File: src/rtl/regfile_wr_arbiter.sv
// Purpose  : shares the register-file write port between the ALU (port 0) and load (port 1) writeback paths.
// Latency  : a request accepted at edge N is written after edge N+1 when uncontended; one write per cycle.
// Backpress: per-port ready = slot empty or slot granted this cycle; under contention ports alternate.
//
// Ports:
//   clk, reset                        clock, synchronous active-high reset
//   req0_valid/ready/addr/data        port 0 (ALU/R-type result) request handshake
//   req1_valid/ready/addr/data        port 1 (load/memory result) request handshake
//   wr_en, wr_addr, wr_data           registered register-file write strobe, address and data
//   addr_sel                          registered write-mux select (0 = port 0, 1 = port 1)
//   busy                              high while either pending slot holds a request
//   conflict_cnt                      saturating count of contended cycles (ARB_CONFLICT_CNT_EN only)
//
// Optional build macro: ARB_CONFLICT_CNT_EN adds the conflict_cnt output and its counter.

module regfile_wr_arbiter #(
    parameter int ADDR_W = 5,
    parameter int DATA_W = 32
) (
    input  logic              clk,
    input  logic              reset,

    input  logic              req0_valid,
    output logic              req0_ready,
    input  logic [ADDR_W-1:0] req0_addr,
    input  logic [DATA_W-1:0] req0_data,

    input  logic              req1_valid,
    output logic              req1_ready,
    input  logic [ADDR_W-1:0] req1_addr,
    input  logic [DATA_W-1:0] req1_data,

    output logic              wr_en,
    output logic [ADDR_W-1:0] wr_addr,
    output logic [DATA_W-1:0] wr_data,
    output logic              addr_sel,
    output logic              busy
`ifdef ARB_CONFLICT_CNT_EN
    ,
    output logic [15:0]       conflict_cnt
`endif
);

    // One buffered write request; address and data travel together so the
    // mux select, address and data can never drift apart.
    typedef struct packed {
        logic [ADDR_W-1:0] addr;
        logic [DATA_W-1:0] dat;
    } wr_req_t;

    // Arbiter state: which port won the most recent grant.
    typedef enum logic {
        LG0 = 1'b0,
        LG1 = 1'b1
    } last_grant_t;

    last_grant_t last_grant;

    logic [1:0] pend_v;
    wr_req_t    pend [2];
    wr_req_t    req_in [2];

    logic       gnt_vld;
    logic       gnt_sel;
    logic [1:0] gnt;
    logic [1:0] rdy;
    logic [1:0] acc_vld;
    logic [1:0] store;

    // Gather the two request ports into indexable form.
    always_comb begin
        req_in[0].addr = req0_addr;
        req_in[0].dat  = req0_data;
        req_in[1].addr = req1_addr;
        req_in[1].dat  = req1_data;
    end

    // Grant depends on registered state only, which keeps ready free of any
    // combinational path from the request valids.
    always_comb begin
        gnt_vld = pend_v[0] | pend_v[1];
        if (pend_v == 2'b11) begin
            // Both waiting: hand the port to whoever did not win last time.
            gnt_sel = (last_grant == LG0);
        end else begin
            gnt_sel = pend_v[1];
        end
        gnt = 2'b00;
        if (gnt_vld) begin
            gnt[gnt_sel] = 1'b1;
        end
    end

    // A granted slot drains at this edge, so it can take a new request in the
    // same cycle; that is what gives one write per cycle from a single port.
    assign rdy        = ~pend_v | gnt;
    assign req0_ready = rdy[0];
    assign req1_ready = rdy[1];

    assign acc_vld = {req1_valid, req0_valid} & rdy;

    // Writes to r0 are handshaken normally but never buffered: r0 is hardwired
    // zero, so issuing them would only burn a write slot.
    assign store = acc_vld & {(|req1_addr), (|req0_addr)};

    assign busy = pend_v[0] | pend_v[1];

    always_ff @(posedge clk) begin
        if (reset) begin
            pend_v     <= 2'b00;
            pend[0]    <= '0;
            pend[1]    <= '0;
            last_grant <= LG1;
            wr_en      <= 1'b0;
            wr_addr    <= '0;
            wr_data    <= '0;
            addr_sel   <= 1'b0;
`ifdef ARB_CONFLICT_CNT_EN
            conflict_cnt <= 16'd0;
`endif
        end else begin
            // Slot update: a refill wins over the clear caused by the grant.
            for (int i = 0; i < 2; i++) begin
                if (store[i]) begin
                    pend_v[i] <= 1'b1;
                    pend[i]   <= req_in[i];
                end else if (gnt[i]) begin
                    pend_v[i] <= 1'b0;
                end
            end

            // Issue stage: address, data and select are all captured from the
            // same granted slot at the same edge.
            if (gnt_vld) begin
                wr_en      <= 1'b1;
                wr_addr    <= pend[gnt_sel].addr;
                wr_data    <= pend[gnt_sel].dat;
                addr_sel   <= gnt_sel;
                last_grant <= gnt_sel ? LG1 : LG0;
            end else begin
                // Idle: only the strobe drops; the mux inputs hold steady.
                wr_en <= 1'b0;
            end

`ifdef ARB_CONFLICT_CNT_EN
            if ((pend_v == 2'b11) && (conflict_cnt != 16'hFFFF)) begin
                conflict_cnt <= conflict_cnt + 16'd1;
            end
`endif
        end
    end

endmodule

File: config.mk
export PLATFORM = sky130hd
export DESIGN_NAME = regfile_wr_arbiter
export DESIGN_NICKNAME = d
export VERILOG_FILES = /design/src/rtl/regfile_wr_arbiter.sv
export SDC_FILE = /design/constraint.sdc
export NUM_CORES = 1
export LEC_CHECK = 0
export ABC_AREA = 1
export CORE_ASPECT_RATIO = 1.5
export CORE_MARGIN = 2
export CORE_UTILIZATION = 49
export DETAILED_ROUTE_END_ITERATION = 8
export PLACE_DENSITY_LB_ADDON = 0.05
export SLEW_MARGIN = 20
export SYNTH_ARGS = -nofsm -noshare
export SYNTH_HDL_FRONTEND = slang
export SYNTH_SLANG_ARGS = --single-unit
File: constraint.sdc
create_clock -name clk -period 2.2 [get_ports clk]
set_input_delay 0.33 -clock clk [delete_from_list [all_inputs] [get_ports clk]]
set_output_delay 0.33 -clock clk [all_outputs]
set_load 0.005 [all_outputs]
# Word level (Yosys, flattened, before mapping)
# Memories as Yosys holds them, arrays and structs flattened. A register that Yosys moved wholly into a read port is not among the register bits.
# Cells that the tools add are included.
[totals]
output_inout_bits = 42
ram_bits = 74
reg_bits = 5
n_memories = 1
inputBits = 78
[classes]
n_mux = 20
reduce_logical = 5
n_lt_le_gt_ge = 2
eq_ne = 1
bitwise = 8
[mem_list]
columns = ["name", "words", "width", "read_ports", "rd_clocked_by_memory_dff", "write_ports", "line", "source"]
rows = [
  ["pend", 2, 37, 1, 1, 2, "60", "wr_req_t pend [2];"],
]
[ops]
columns = ["op", "n"]
rows = [
  ["$mux 37", 2],
  ["$mux 1", 16],
  ["$reduce_or 5->1", 2],
  ["$and 2x2->2", 2],
  ["$reduce_bool 2->1", 2],
  ["$or 1x1->1", 3],
  ["$eq 2x2->1 const B", 1],
  ["$lt 1x2->1 const B", 1],
  ["$mux 2", 1],
  ["$not 2->2", 1],
  ["$or 2x2->2", 1],
  ["$demux 1 s1", 1],
  ["$ge 1x1->1 const B", 1],
  ["$logic_and 1x1->1", 1],
  ["$not 1->1", 1],
]

# Longest topological paths before layout
# Gate-level depths: netlist of the first run.
[depth]
depth_word = 14
ltp_mapped = 10
mapped_depth_nobuf = 7

# Worst setup path before layout of the first run
# No wires, ideal clock.
[synth_timing]
kind = "register to register"
start = "register pend_v[1]"
end = "memory pend[0][0] (netlist name), enable pin"
setup_time_ns = 0.395
path_buffers = 1
path_stages_with_launch = 7
slack_ns = 0.311
required_time_ns = 1.805
t_arrival_ns = 1.494
cell_sequence = "dfxtp_1 > buf_4 > nand2_1 > nor2_1 > nor2_1 > nand2_1 > nand2_1"
[synth_rtl]
columns = ["element", "line", "source"]
rows = [
  ["start: declaration", "59", "logic [1:0] pend_v;"],
  ["start signal: assignment", "110", "pend_v <= 2'b00;"],
  ["start signal: indexed assignment", "125", "pend_v[i] <= 1'b1;"],
  ["start signal: indexed assignment", "128", "pend_v[i] <= 1'b0;"],
  ["end: declaration", "60", ""],
]

# Final worst setup path of the first run
[layout_timing]
start = "register pend_v[1]"
end = "output port busy"
[layout_between]
elab_chain_len = 1
[layout_rtl]
columns = ["element", "line", "source"]
rows = [
  ["$or 1x1->1", "106", "assign busy = pend_v[0] | pend_v[1];"],
  ["end: declaration", "37", "output logic busy"],
]
# No other way between the ends.

==> results.py, run 1 <==
metrics = {
    "status": {
        "outcome": "complete, no violations",
    },
    "sta": {
        "hold_violations": 0,
        "fin_crit_ns": 1.98,
        "tns_ns": 0,
        "setup_viol": 0,
        "holdWs_ns": 0.463,
        "fin_skew_ns": 0.00614,
        "min_period_over_period_pct": 90.0,
        "slew_headroom_pct": 71.1,
        "tightest_slew_ns": 0.433,
        "fmax_mhz": 505,
        "rsz0062_at_grt": "no",
        "finalMaxSlewViolations": 0,
    },
    "logic_synthesis": {
        "yosys.area_share.xor_xnor_pct": 0,
        "syn_nets": 565,
        "yosys-top-cells-area": "edfxtp_1 47%, dfxtp_1 18%, inv_1 7.1%",
        "synth_top_family_by_area": "simple AND/OR/NAND/NOR gates",
        "yosys.area_share.adder_pct": 0,
        "synth_compound_area_share_pct": 10.8,
        "synthMuxAreaShare_pct": 0,
        "synth.cell_area_um2": 4690,
        "synth_cell_types": 17,
        "avgSynthCellArea_um2": 9.63,
        "synth_top_area_cell": "edfxtp_1",
        "yosys.area_share.simple_pct": 13.1,
        "yosys_warnings": 0,
        "syn_inst": 487,
        "synth_top_area_share_pct": 47.4,
        "ys_seq_elements": 116,
        "synth.yosys.seq_area_share_pct": 65.3,
    },
    "power_and_ir_drop": {
        "p_int_mw": 4.61,
        "power.density_nw_per_um2": 894,
        "combPwrFrac_pct": 11.0,
        "leakagePower_nw": 2.85,
        "power_frac_clock_pct": 45.2,
        "finalPower_mw": 5.90,
        "p_seq_share_pct": 43.8,
        "switching_share_pct": 21.8,
        "switchingPower_mw": 1.29,
        "ir_worst_vdd_v": 0.000698,
    },
    "min_path": {
        "min_delay_path_depth": 2,
        "hp-start": "addr_sel$_SDFFE_PP0N_",
        "holdCritPathClass": "flop to flop",
    },
    "floorplanning": {
        "rows": 43,
        "initial_core_util_pct": 50.4,
        "ios": 120,
        "coreArea_um2": 9310,
        "dieWidth_um": 83.9,
        "design.die.area_um2": 10400,
        "die_y_um": 124,
    },
    "critical_path": {
        "slowest_stage": "clkdlybuf4s50_1",
        "cp_max_fo": 11,
        "critical_path.top_delay_family": "buffers and inverters",
        "path_cells": "buf_4 > nor2_4 > inv_2 > clkdlybuf4s50_1",
        "r2r_cells": 8,
        "rr_startpoint": "pend_v[0]$_SDFFE_PP0P_",
        "crit_type": "flop to output pin",
        "end_kind": "output pin",
        "cp-start-kind": "flop",
        "cp.depth": 4,
        "crit_start": "pend_v[1]$_SDFFE_PP0P_",
        "slowest_delay_ns": 0.51,
        "crit_buf_inv": 3,
        "cp_data_arrival_time_ns": 1.65,
        "required_ns": 1.87,
    },
    "cts": {
        "clock_sinks": 116,
        "cts_max_path_buffers": 2,
        "clk_latency_ns": 0.41,
        "cts_resized": 0,
        "cts_tree": "built",
        "htreeDepth": 4,
        "clkSlewWorstSetupHoldPaths_ns": 0.05,
        "cts_buffers": 17,
        "holdBufCountCts": 0,
        "cts_root_buf": "clkbuf_16",
        "postCtsSetupBuffers": 0,
    },
    "placement": {
        "dp_hpwl_um": 6820,
        "port_buffers": 119,
        "gp_congestion": 0.804,
    },
    "detailed_routing": {
        "first_iter_violations": 179,
        "ant_nets": 0,
        "drcViolationCount": 0,
        "drt-pass1-iter-count": 5,
        "viasPerCell": 4.96,
        "wl_um": 10500,
        "dr_total_vias": 3664,
        "route.detailed.wl_per_inst_um": 14.2,
    },
    "global_routing": {
        "overflow": 0,
        "globalRouteTotalUtil_pct": 20.9,
        "grt_max_degree": 55,
        "grt_pass1_vias": 3584,
        "antenna_found_initial": 0,
        "grt_pass1_wl_um": 16500,
    },
    "layout": {
        "regArea_um2": 3060,
        "multi_input_area_um2": 1130,
        "nNetsFinal": 691,
        "final_util_pct": 71.0,
        "fill_cells": 726,
        "area_growth_pct": 40.8,
        "drive_gt1_share_pct": 8.79,
        "diodes": 0,
    },
    "run": {
        "maxCapViolCount": 0,
    },
}
[per-stage QoR]
stage	setup slack, ns	cell area [µm²]	std cells
after floorplan	0.311	4690	487
after global placement	0.283	6030	706
after detailed placement	0.252	6030	706
after CTS	0.207	6610	738
after global routing	0.140	6610	738
final	0.219	6610	738
[flip-flops by register name, summed over array words and instances (netlist names)]
register / cells
pend: 74
wr_data: 32
wr_addr: 5
wr_en: 1
pend_v: 2
addr_sel: 1
last_grant: 1
[per-layer routing]
layer	up-vias	GRT usage (%)	part of all wire, %
li1	1827	-	-
met1	1707	21.9	38
met2	107	38.5	55
met3	23	6.63	4.7
met4	0	9.07	2.4
met5	-	0	0
[cell type report]
type	count	share of cell area [%]
inverters	93	5.29
repair buffers	136	20.3
well taps	112	2.12
clock buffers	20	6.61
clock inverters	12	2.08
flip-flops and latches	116	46.4
multi-input cells	249	17.2
[cells by family after synthesis]
group / after synthesis
buffers and inverters: 122
AOI/OAI and AO/OA: 101
and+or+nand+nor: 148
DFF: 116
[synth_stat cells]
master,instances
nand2_1,26
clkbuf_1,11
nor2_2,1
clkinv_1,1
buf_4,6
inv_1,89
buf_6,2
o21ai_1,34
nand3_1,40
edfxtp_1,74
buf_2,10
inv_2,3
nand3_2,1
dfxtp_1,42
a21oi_1,27
nor2_1,80
o21ai_0,40
[cell usage in the layout (no fill, tap or decap)]
cell type,instances
a21oi_1,27
buf_12,2
buf_4,15
bufinv_16,3
clkbuf_1,3
clkbuf_16,17
clkdlybuf4s50_1,119
clkinv_1,1
clkinv_2,8
clkinvlp_4,1
dfxtp_1,42
edfxtp_1,74
inv_1,89
inv_2,3
nand2_1,22
nand2_2,4
nand3_1,40
nand3_2,1
nor2_1,80
nor2_4,1
o21ai_0,40
o21ai_1,34
[final timing paths]
check / to / slack (ns)
worst min register to register: addr_sel$_SDFFE_PP0N_ / 0.46
worst max-delay path: busy / 0.22
worst min-delay path: addr_sel$_SDFFE_PP0N_ / 0.46
worst max register to register: pend[0][19]$_SDFFCE_PN0P_ / 0.56
[tightest hold or removal path: stages, from the launching register on]
cell     delay (ns)
dfxtp_1        0.31
nand2_1        0.06
a21oi_1        0.05
[power by group through the flow]
stage	sequential (mW)	combinational [mW]	clock, mW
6_report	2.58	0.651	2.67
5_1_grt	2.60	0.721	2.81
4_1_cts	2.58	0.660	2.70
3_5_place_dp	2.62	0.652	0
3_3_place_gp	2.62	0.640	0
2_1_floorplan	2.62	0.289	0
Note: power is estimated with default switching activity, not from simulation.
==> run 2, diff against run 1 <==
--- a/config.mk
+++ b/config.mk
@@ -6,8 +6,8 @@
 export NUM_CORES = 1
 export LEC_CHECK = 0
 export ABC_AREA = 1
+export ABC_CLOCK_PERIOD_IN_PS = 2200
 export CORE_ASPECT_RATIO = 1.5
-export CORE_MARGIN = 2
 export CORE_UTILIZATION = 49
 export DETAILED_ROUTE_END_ITERATION = 8
 export PLACE_DENSITY_LB_ADDON = 0.05
==> run 2 against run 1 <==
Effect of this change:
- via count up 0.35%
- clock-buffer cell count grew 2
- combinational power rose by 1%
- sequential share of layout area shrank 0.62 points
- critical endpoint is now req0_ready
- critical path type unchanged
- flip-flop and latch count unchanged
- clock skew up 0.0053 ns
- total power rose by 5.9%
- clock power is 12% higher
- wire length grew 3.2%
- die area decreased by 4.0%
==> results.py, run 2 (same netlist as run 1, synthesis figures left out) <==
metrics = {
    "power_and_ir_drop": {
        "leakagePower_nw": 2.88,
        "switchingPower_mw": 1.30,
        "combPwrFrac_pct": 10.5,
        "power_frac_clock_pct": 48.1,
        "p_seq_share_pct": 41.4,
        "switching_share_pct": 20.8,
        "ir_worst_vdd_v": 0.000614,
        "power.density_nw_per_um2": 934,
        "finalPower_mw": 6.25,
        "p_int_mw": 4.95,
    },
    "sta": {
        "rsz0062_at_grt": "no",
        "fmax_mhz": 509,
        "tightest_slew_ns": 0.462,
        "min_period_over_period_pct": 89.3,
        "fin_ws_ns": 0.235,
        "hold_violations": 0,
        "setup_viol": 0,
        "finalMaxSlewViolations": 0,
        "fin_skew_ns": 0.0114,
        "fin_crit_ns": 1.96,
        "tns_ns": 0,
        "slew_headroom_pct": 69.1,
    },
    "layout": {
        "multi_input_area_um2": 1130,
        "diodes": 0,
        "nNetsFinal": 691,
        "fin_area_um2": 6700,
        "final_common_cell": "clkdlybuf4s50_1",
        "regArea_um2": 3060,
        "area_growth_pct": 42.7,
        "fill_cells": 694,
        "drive_gt1_share_pct": 8.95,
        "largest_reg_flops": 74,
        "largest_register": "pend",
        "reg_top3": "pend: 74 flops, wr_data: 32 flops, wr_addr: 5 flops",
        "layout_common_cells": "119 x clkdlybuf4s50_1, 89 x inv_1, 80 x nor2_1",
    },
    "floorplanning": {
        "dieWidth_um": 81.9,
        "rows": 43,
        "die_y_um": 122,
        "design.die.area_um2": 9980,
        "initial_core_util_pct": 50.7,
        "ios": 120,
        "coreArea_um2": 9250,
    },
    "critical_path": {
        "reg2reg_slack_ns": 0.44,
        "cp-start-kind": "flop",
        "cp_max_fo": 4,
        "crit_type": "flop to output pin",
        "end_kind": "output pin",
        "cp_data_arrival_time_ns": 1.63,
        "required_ns": 1.87,
        "r2r_cells": 8,
    },
    "cts": {
        "clkSlewWorstSetupHoldPaths_ns": 0.05,
        "cts_tree": "built",
        "cts_max_path_buffers": 2,
        "postCtsSetupBuffers": 0,
        "cts_buffers": 17,
        "cts_root_buf": "clkbuf_16",
        "cts_resized": 0,
        "htreeDepth": 4,
        "clk_latency_ns": 0.41,
        "holdBufCountCts": 0,
        "clock_sinks": 116,
    },
    "detailed_routing": {
        "drcViolationCount": 0,
        "first_iter_violations": 158,
        "wl_um": 10800,
        "drt-pass1-iter-count": 4,
        "dr_total_vias": 3677,
        "viasPerCell": 4.98,
        "ant_nets": 0,
        "route.detailed.wl_per_inst_um": 14.6,
    },
    "global_routing": {
        "grt_max_degree": 41,
        "grt_pass1_vias": 3714,
        "globalRouteTotalUtil_pct": 23.7,
        "grt_pass1_wl_um": 17000,
        "antenna_found_initial": 0,
        "overflow": 0,
    },
    "placement": {
        "port_buffers": 119,
        "placed_area_um2": 6040,
        "dp_worst_setup_slack_ns": 0.119,
        "gp_congestion": 0.777,
        "dp_hpwl_um": 7100,
    },
    "min_path": {
        "min_delay_path_depth": 2,
        "holdCritPathClass": "flop to flop",
    },
    "run": {
        "maxCapViolCount": 0,
    },
    "status": {
        "outcome": "complete, no violations",
    },
}
-- run 2: per-layer routing --
metal / up-vias / global-route usage [%] / part of all wire (%)
met5: - / 0 / 0
met4: 0 / 10.3 / 2.1
met3: 18 / 6.67 / 4.9
met2: 118 / 44.3 / 57
met1: 1715 / 23.4 / 36
li1: 1826 / - / -
-- run 2: worst paths after layout --
path / endpoint / startpoint
setup / recovery: req0_ready / pend_v[0]$_SDFFE_PP0P_
hold / removal: wr_addr[4]$_SDFFE_PP0N_ / wr_addr[4]$_SDFFE_PP0N_
setup reg to reg: pend[0][13]$_SDFFCE_PN0P_ / pend_v[0]$_SDFFE_PP0P_
hold reg to reg: wr_addr[4]$_SDFFE_PP0N_ / wr_addr[4]$_SDFFE_PP0N_
-- run 2: critical path, stage by stage (launching register included) --
cell and delay (ns):
dfxtp_1 0.42, nand2_1 0.08, nor2_1 0.19, inv_1 0.09
clkdlybuf4s50_1 0.45
-- run 2: layout make-up --
type / count / share of cell area, %
flip-flops and latches: 116 / 45.7
clock inverters: 10 / 2.65
repair buffers: 136 / 20.3
inverters: 93 / 5.21
multi-input cells: 249 / 17.0
clock buffers: 22 / 7.08
well taps: 112 / 2.09
-- run 2: power by group through the flow --
stage                     clock (mW)  combinational, mW  sequential, mW
final                           3.00              0.659            2.59
after CTS                       3.03              0.665            2.59
after global placement             0              0.643            2.62
after detailed placement           0              0.658            2.63
after floorplan                    0              0.289            2.62
after global routing            3.14              0.732            2.60
-- run 2: stage by stage --
step	hold WS, ns	std cells	utilization [%]
floorplan	0.399	487	-
global placement	0.450	706	65.3
detailed placement	0.467	706	65.3
CTS	0.475	738	72.3
global route	0.489	738	72.3
finish	0.470	738	72.3
